`src/rtl/systolic_loader_w_seq_if.sv`:
```
// rtl/systolic_loader_w_seq_if.sv - control and weight-enable bundle between array controller and loader
interface systolic_loader_w_seq_if #(
  parameter int PE_COL     = 8,
  parameter int BIT_ROW_ID = 3
);
  logic                  i_start;
  logic [BIT_ROW_ID:0]   i_num_rows;
  logic [PE_COL-1:0]     i_col_mask;
  logic                  i_dir;
  logic                  i_stall;
  logic                  i_abort;
  logic [BIT_ROW_ID-1:0] o_Systolic_En_ID;
  logic [PE_COL-1:0]     o_Systolic_En_W;
  logic                  o_busy;
  logic                  o_done;

  // Controller side: drives the sequence request, observes the enables.
  modport master (
    output i_start, i_num_rows, i_col_mask, i_dir, i_stall, i_abort,
    input  o_Systolic_En_ID, o_Systolic_En_W, o_busy, o_done
  );

  // Loader side.
  modport slave (
    input  i_start, i_num_rows, i_col_mask, i_dir, i_stall, i_abort,
    output o_Systolic_En_ID, o_Systolic_En_W, o_busy, o_done
  );
endinterface

```
`src/rtl/systolic_loader_w_seq.sv`:
```
// rtl/systolic_loader_w_seq.sv - weight-row load sequencer with DELAY-deep enable pipeline
module systolic_loader_w_seq #(
  parameter int PE_ROW     = 8,
  parameter int PE_COL     = 8,
  parameter int BIT_ROW_ID = 3,
  parameter int DELAY      = 1
) (
  input  logic                     CLK,
  input  logic                     RST,
  systolic_loader_w_seq_if.slave   bus
);

  localparam int CW = BIT_ROW_ID + 1;
  localparam logic [CW-1:0] PE_ROW_W = CW'(PE_ROW);

  typedef enum logic [1:0] {S_IDLE, S_LOAD, S_DRAIN, S_DONE} state_t;

  state_t                             state_q, state_d;
  logic [CW-1:0]                      num_q, num_d;
  logic [PE_COL-1:0]                  mask_q, mask_d;
  logic                               dir_q, dir_d;
  logic [CW-1:0]                      issue_q, issue_d;
  logic [3:0]                         drain_q, drain_d;
  logic [DELAY-1:0][BIT_ROW_ID-1:0]   id_pipe_q, id_pipe_d;
  logic [DELAY-1:0][PE_COL-1:0]       w_pipe_q, w_pipe_d;
  logic                               busy_q, busy_d;
  logic                               done_q, done_d;

  logic [CW-1:0]         n_clamped;
  logic [BIT_ROW_ID-1:0] issue_id;
  logic [BIT_ROW_ID-1:0] stage_id;
  logic [PE_COL-1:0]     stage_w;
  logic                  flush;

  // Requested row count never exceeds the physical array height.
  assign n_clamped = (bus.i_num_rows > PE_ROW_W) ? PE_ROW_W : bus.i_num_rows;

  // Row ID for the current issue; descending order counts down from N-1.
  // Modulo arithmetic is exact because every ID is below N <= 2**BIT_ROW_ID.
  assign issue_id = dir_q ? (num_q[BIT_ROW_ID-1:0] - issue_q[BIT_ROW_ID-1:0] - BIT_ROW_ID'(1))
                          : issue_q[BIT_ROW_ID-1:0];

  // Next-state logic: sequencer, stage-1 issue and pipeline shift.
  always_comb begin
    state_d  = state_q;
    num_d    = num_q;
    mask_d   = mask_q;
    dir_d    = dir_q;
    issue_d  = issue_q;
    drain_d  = drain_q;
    stage_id = '0;
    stage_w  = '0;
    flush    = 1'b0;

    case (state_q)
      S_IDLE: begin
        if (bus.i_start) begin
          num_d   = n_clamped;
          mask_d  = bus.i_col_mask;
          dir_d   = bus.i_dir;
          issue_d = '0;
          state_d = (n_clamped == '0) ? S_DONE : S_LOAD;
        end
      end
      S_LOAD: begin
        if (bus.i_abort) begin
          flush   = 1'b1;
          state_d = S_IDLE;
        end else if (!bus.i_stall) begin
          stage_id = issue_id;
          stage_w  = mask_q;
          issue_d  = issue_q + CW'(1);
          if (issue_d == num_q) begin
            state_d = S_DRAIN;
            drain_d = 4'(DELAY - 1);
          end
        end
      end
      S_DRAIN: begin
        if (bus.i_abort) begin
          flush   = 1'b1;
          state_d = S_IDLE;
        end else if (drain_q == '0) begin
          state_d = S_DONE;
        end else begin
          drain_d = drain_q - 4'd1;
        end
      end
      S_DONE: begin
        state_d = S_IDLE;
      end
      default: begin
        state_d = S_IDLE;
      end
    endcase

    id_pipe_d    = id_pipe_q;
    w_pipe_d     = w_pipe_q;
    for (int i = DELAY - 1; i > 0; i--) begin
      id_pipe_d[i] = id_pipe_q[i-1];
      w_pipe_d[i]  = w_pipe_q[i-1];
    end
    id_pipe_d[0] = stage_id;
    w_pipe_d[0]  = stage_w;
    if (flush) begin
      id_pipe_d = '0;
      w_pipe_d  = '0;
    end

    busy_d = (state_d != S_IDLE);
    done_d = (state_d == S_DONE);
  end

  // State, config, counters, pipeline and registered status outputs.
  always_ff @(posedge CLK or negedge RST) begin
    if (!RST) begin
      state_q   <= S_IDLE;
      num_q     <= '0;
      mask_q    <= '0;
      dir_q     <= 1'b0;
      issue_q   <= '0;
      drain_q   <= '0;
      id_pipe_q <= '0;
      w_pipe_q  <= '0;
      busy_q    <= 1'b0;
      done_q    <= 1'b0;
    end else begin
      state_q   <= state_d;
      num_q     <= num_d;
      mask_q    <= mask_d;
      dir_q     <= dir_d;
      issue_q   <= issue_d;
      drain_q   <= drain_d;
      id_pipe_q <= id_pipe_d;
      w_pipe_q  <= w_pipe_d;
      busy_q    <= busy_d;
      done_q    <= done_d;
    end
  end

  assign bus.o_Systolic_En_ID = id_pipe_q[DELAY-1];
  assign bus.o_Systolic_En_W  = w_pipe_q[DELAY-1];
  assign bus.o_busy           = busy_q;
  assign bus.o_done           = done_q;

endmodule
```
`src/flat_wrapper.sv`:
```
// flat-port wrapper written by rule: the top's interface ports become plain ports
module systolic_loader_w_seq_flat 
#(
  parameter int PE_ROW     = 8,
  parameter int PE_COL     = 8,
  parameter int BIT_ROW_ID = 3,
  parameter int DELAY      = 1
)
  (CLK, RST, bus_i_start, bus_i_num_rows, bus_i_col_mask, bus_i_dir, bus_i_stall, bus_i_abort, bus_o_Systolic_En_ID, bus_o_Systolic_En_W, bus_o_busy, bus_o_done);
  systolic_loader_w_seq_if #(.PE_COL(PE_COL), .BIT_ROW_ID(BIT_ROW_ID)) bus_i ();
  input  logic CLK;
  input  logic RST;
  input wire logic [$bits(bus_i.i_start)-1:0] bus_i_start;
  input wire logic [$bits(bus_i.i_num_rows)-1:0] bus_i_num_rows;
  input wire logic [$bits(bus_i.i_col_mask)-1:0] bus_i_col_mask;
  input wire logic [$bits(bus_i.i_dir)-1:0] bus_i_dir;
  input wire logic [$bits(bus_i.i_stall)-1:0] bus_i_stall;
  input wire logic [$bits(bus_i.i_abort)-1:0] bus_i_abort;
  output wire logic [$bits(bus_i.o_Systolic_En_ID)-1:0] bus_o_Systolic_En_ID;
  output wire logic [$bits(bus_i.o_Systolic_En_W)-1:0] bus_o_Systolic_En_W;
  output wire logic [$bits(bus_i.o_busy)-1:0] bus_o_busy;
  output wire logic [$bits(bus_i.o_done)-1:0] bus_o_done;
  assign bus_i.i_start = bus_i_start;
  assign bus_i.i_num_rows = bus_i_num_rows;
  assign bus_i.i_col_mask = bus_i_col_mask;
  assign bus_i.i_dir = bus_i_dir;
  assign bus_i.i_stall = bus_i_stall;
  assign bus_i.i_abort = bus_i_abort;
  assign bus_o_Systolic_En_ID = bus_i.o_Systolic_En_ID;
  assign bus_o_Systolic_En_W = bus_i.o_Systolic_En_W;
  assign bus_o_busy = bus_i.o_busy;
  assign bus_o_done = bus_i.o_done;
  systolic_loader_w_seq #(.PE_ROW(PE_ROW), .PE_COL(PE_COL), .BIT_ROW_ID(BIT_ROW_ID), .DELAY(DELAY)) u_core (.CLK(CLK), .RST(RST), .bus(bus_i));
endmodule
```
`config.mk`:
```
export PLATFORM = sky130hd
export DESIGN_NAME = systolic_loader_w_seq_flat
export DESIGN_NICKNAME = d
export VERILOG_FILES = /design/src/rtl/systolic_loader_w_seq_if.sv /design/src/rtl/systolic_loader_w_seq.sv /design/src/flat_wrapper.sv
export SDC_FILE = /design/constraint.sdc
export NUM_CORES = 1
export LEC_CHECK = 0
export CAP_MARGIN = 15
export CORE_ASPECT_RATIO = 1.75
export CORE_MARGIN = 2
export CORE_UTILIZATION = 25
export CTS_BUF_LIST = sky130_fd_sc_hd__clkbuf_16
export CTS_CLUSTER_DIAMETER = 50
export DETAILED_ROUTE_END_ITERATION = 7
export GPL_TIMING_DRIVEN = 0
export PLACE_DENSITY = 0.44
export SLEW_MARGIN = 20
export SYNTH_ARGS = -nofsm -noshare
export SYNTH_HDL_FRONTEND = slang
export SYNTH_SLANG_ARGS = --single-unit
export TNS_END_PERCENT = 30
```
`constraint.sdc`:
```
create_clock -name CLK -period 2.1 [get_ports CLK]
set_input_delay 0.315 -clock CLK [delete_from_list [all_inputs] [get_ports CLK]]
set_output_delay 0.315 -clock CLK [all_outputs]
set_load 0.01 [all_outputs]
```
* Yosys cells after proc, flatten, opt, wreduce, memory -nomap -nowiden
Cells that the tools add are included.
** Cells by class
- Add/subtract/negate cells :: 4
- Multiply operators :: 0
- Divide/modulo/power cells :: 0
- Order comparisons :: 1
- Equality and inequality tests :: 11
- Shift-type cells :: 0
- Mux-type cells :: 30
- Bitwise gates (word level) :: 0
- Reduce and logical (&&, ||, !) cells :: 10
** Operators with widths (count)
- 4-bit 2-to-1 mux :: 9
- 8-bit 2-to-1 mux :: 4
- 4-bit one-hot mux with 2 select lines :: 2
- 3-bit 2-to-1 mux :: 5
- 2-bit 2-to-1 mux :: 7
- 2-bit != test (second input constant) :: 5
- 4-bit logical NOT :: 2
- 2-bit one-hot mux with 4 select lines :: 1
- 2-bit equality test (second input constant) :: 3
- 6-bit AND reduction :: 1
- 2-bit nonzero test :: 3
- 4-bit by 1-bit adder with 4-bit output (second input constant) :: 1
- 4-bit equality test :: 1
- 4-bit > comparator (second input constant) :: 1
- 4-bit AND reduction :: 1
- 4-bit by 1-bit subtractor with 4-bit output (second input constant) :: 1
- 3-bit by 1-bit subtractor with 3-bit output (second input constant) :: 1
- 3-bit subtractor :: 1
- 2-bit by 1-bit equality test with 1-bit output (second input constant) :: 1
- 2-bit logical NOT :: 1
- 1-bit 2-to-1 mux :: 2
- 2-bit by 1-bit != test with 1-bit output (second input constant) :: 1
- 2-bit AND reduction :: 1
- 2-bit OR reduction :: 1
** Word-level totals
- Bits in registers :: 36
- Latch bits :: 0
- RAM bits :: 0
- Memory bits (read-only) :: 0
- Input port bits :: 18
- Output and inout port bits :: 13
- Word-level logic and storage cells :: 66
- Memories kept :: 0

* Logic depth before layout (Yosys ltp)
- Word-level depth :: 7
- Mapped depth :: 8
- Mapped depth without buffers :: 8

* Worst setup path after synthesis
Ideal clock, no wire load.
- Kind :: register -> register
- Start :: reg u_core.issue_q[0]
- End :: reg u_core.drain_q[1]
- Setup time :: 0.082 ns
- Arrival time :: 1.833 ns
- Required time :: 2.018 ns
- Setup slack :: 0.185 ns
- Cell stages (with the launch flop) :: 7
- Buffers on the path :: 0
- Clock period less this slack :: 1.915 ns
- Path through :: dfrtp_1 > ha_1 > xor2_1 > nor2_1 > a31oi_1 > or4b_4 > o22ai_1
** Between the ends
- Word-level cells in the longest chain between the ends :: 4
** RTL lines
- start, declared :: line systolic_loader_w_seq.sv:22 : logic [CW-1:0] issue_q, issue_d;
- start signal, assigned :: line systolic_loader_w_seq.sv:132 : issue_q <= issue_d;
- 4-bit by 1-bit adder with 4-bit output :: line systolic_loader_w_seq.sv:72 : issue_d = issue_q + CW'(1);
- 4-bit equality test :: line systolic_loader_w_seq.sv:73 : if (issue_d == num_q) begin
- 2-bit by 1-bit != test with 1-bit output (no source line)
- 6-bit AND reduction (no source line)
- end signal, assigned :: line systolic_loader_w_seq.sv:133 : drain_q <= drain_d;
- end, declared :: line systolic_loader_w_seq.sv:23 : logic [3:0] drain_q, drain_d;
Every way passes these cells.
A chain may end at the register's enable or synchronous reset.

* Worst setup path after layout
Same ends and word-level chain as after synthesis.

==> out/qor.txt <==
Status - complete, no violations
GR Overflow Total - 0
DRT Pass-1 Iters - 4
Complex-gate fraction of the synthesized area - 0.113
Max H-tree Level - 2
GRT Total Usage - 0.115
Max-cap violation count - 0
Final setup slack of the worst path - 0.0498 ns
Routed vias - 1293
Vias in the first global route - 1343
WL per Instance - 13.3 um
Number of flops mapped to enable cells by yosys - 0
Row count - 40
Ys Warns - 0
CP peak stage delay - 0.59 ns
I/O pin count - 31
Reg2reg start - u_core.issue_q[0]$_DFFE_PN0P_
PwrDens - 1270 nW/um^2
CTS sink cnt - 36
Syn Nets - 188
Die W - 67.3 um
Final setup viols - 0
Clock insertion delay at the later pin of the skew report - 0.29 ns
Post-synthesis mux area share - 0.0814
Crit path cell chain - buf_4 -> inv_1 -> ha_4 -> nor2_4 -> a31oi_2 -> or4b_4 -> o22ai_1
Initial Utilization - 0.258
Critical path arrival - 2.26 ns
Port Buffers - 30
Worst Hold Class - input port to asynchronous set/reset pin
Layout Cells excl Fill - 293
Worst Setup End Kind - register
Crit Path Max Fanout - 5
Finished Cell Area - 2430 um^2
Startpoint type of the worst setup path - register
Global-route wire length before repair - 6470 um
Simple-gate area share of the yosys netlist - 0.159
FILL cells - 731
Routability Congestion - 0.777
Area of the mapped netlist - 1750 um^2
Final Total Pwr - 3090 uW
Largest family of logic cells by synthesized area - simple AND/OR/NAND/NOR gates
Slowest stage cell, crit path - or4b_4
Register area share after synthesis - 0.514
Antenna-violating nets left - 0
Post-route clock period utilization - 0.976
Cells after Synth - 162
Commonest cells after routing, fill and taps aside - 34 x dfrtp_1, 29 x clkdlybuf4s50_1, 13 x nand2_1, 11 x inv_1, 10 x mux2_2
Max VDD drop - 0.642 mV
Final Max Slew Viols - 0
Die Height - 115 um
FMAX - 0.488 GHz
Syn Area/Cell - 10.8 um^2
Worst hold slack - 0.394 ns
Area delta synth->final - 38.7%
Synth Area in Adders - 0.0614
Family with the most delay on the worst path - simple AND/OR/NAND/NOR gates
Least-Margin Pin Slew - 0.556 ns
RSZ-0062 raised after global routing - yes
Max Root-Sink Buffers - 2
XOR/XNOR Fraction of Synth Area - 0.0350
Placement Cell Area - 2170 um^2
Placed cell count - 277
Leak - 0.00104 uW
Cts bufs inserted - 5
1st-iter DRT viols - 44
Drt total wl - 3890 um
CTS tree - built
WS Path Type - register to register
Ys flop type - dfrtp_1
Most common cell after layout, fill and taps aside - dfrtp_1
Relative max-transition margin - 0.625
DIE AREA - 7720 um^2
Core area - 6810 um^2
Post-DP HPWL - 2830 um
CP startpoint - u_core.issue_q[0]$_DFFE_PN0P_
Clock Pin Slew Worst Setup and Hold Paths - 0.05 ns
Vias per inst - 4.41
Final nets - 234
Place WS - -0.170 ns
Root Driver - clkbuf_16
Initial antenna violation count - 0
CP required - 2.31 ns
Tmin final - 2.05 ns
WP buf/inv - 2
Ant diodes - 0
Hold Fails Final Rpt - 0
FF+latch count, synth - 36
DRC viols - 0
Layout cells sized above 1 - 0.187
Pin count of the biggest net entering global routing - 31
Worst Skew - 0.00340 ns
Ys async rst share - 1.00
Synth cell types - 35
[per-layer routing]
layer	vias to the layer above	wire (um)	global-route usage
li1	646	-	-
met3	7	101	0.0245
met2	20	2120	0.202
met4	0	111	0.0653
met1	620	1560	0.123
met5	-	0	0
[registers in the layout, indices dropped and copies added (netlist names)]
signal / count
u_core.bus.o_busy: 1
u_core.bus.o_Systolic_En_ID: 3
u_core.mask_q: 8
u_core.bus.o_Systolic_En_W: 8
u_core.state_q: 2
u_core.drain_q: 4
u_core.num_q: 4
u_core.issue_q: 4
u_core.dir_q: 1
u_core.bus.o_done: 1
[where the power goes]
group          switching, uW  internal (uW)  total (uW)
clock network            288            431         718
logic                    668            657        1320
registers                135            912        1050
total                   1090           2000        3090
[cells in the mapped netlist, types with 2 or more instances]
cell	instances	area [um^2]
o31ai_1	3	22.5
o21ai_0	8	40.0
xor2_1	4	35.0
xnor2_1	3	26.3
nand2b_1	5	31.3
a211oi_1	4	30.0
dfrtp_1	36	901
nor3_1	2	10.0
inv_1	11	41.3
nor2_1	9	33.8
a21oi_1	4	20.0
ha_1	7	87.6
nand3_1	2	10.0
clkbuf_1	4	15.0
mux2i_1	3	30.0
nand2_1	13	48.8
mux2_2	10	113
nor3b_1	3	22.5
nor2b_1	4	25.0
and2_1	8	50.1
o221ai_1	2	17.5
o21ai_1	4	20.0
[path summary, 6_finish.rpt]
kind | endpoint | slack (ns) | cells past startpoint
min in group CLK | u_core.bus.o_Systolic_En_W[6]$_DFF_PN0_ | 0.47 | 1
max | u_core.drain_q[1]$_DFFE_PN0P_ | 0.05 | 7
min reg2reg | u_core.bus.o_Systolic_En_W[6]$_DFF_PN0_ | 0.47 | 1
max in group asynchronous | u_core.issue_q[0]$_DFFE_PN0P_ | 1.29 | 3
max reg2reg | u_core.drain_q[1]$_DFFE_PN0P_ | 0.05 | 7
min | u_core.bus.o_Systolic_En_W[2]$_DFF_PN0_ | 0.39 | 2
[kinds of logic (layout without fill, tap and decap cells)]
kind of cell / Yosys count / count (layout)
compound gates: 31 / 31
mux: 13 / 13
xor+xnor: 7 / 7
simple gates: 51 / 51
buf+inv: 16 / 63
flops: 36 / 36
fa+ha+maj: 8 / 8
[what timing repair did]
item / in CTS / in global routing
buffers inserted: 0 / 7
resized for setup: 3 / 9
endpoints found under the hold margin: 6 / 0
hold buffers: 1 / 0
pin swaps: 1 / 4
setup endpoints to repair: 4 / 11
[final cells by class]
| type | instances | area, um^2 | area share |
|---|---|---|---|
| clock buffers | 5 | 125 | 0.0515 |
| inverters | 11 | 41.3 | 0.0170 |
| plain buffers | 5 | 23.8 | 0.00978 |
| clock inverters | 3 | 13.8 | 0.00566 |
| flip-flops and latches | 36 | 903 | 0.372 |
| multi-input cells | 110 | 841 | 0.346 |
| repair buffers | 39 | 378 | 0.155 |
| well taps | 84 | 105 | 0.0432 |
[stage by stage]
stage	util	TNS [ns]
finish	0.357	0
detailed placement	0.319	-0.593
global route	0.357	-0.130
global placement	0.317	-7.40
CTS	0.343	-0.0239
floorplan	-	0
Power figures use the tool's default switching activity.
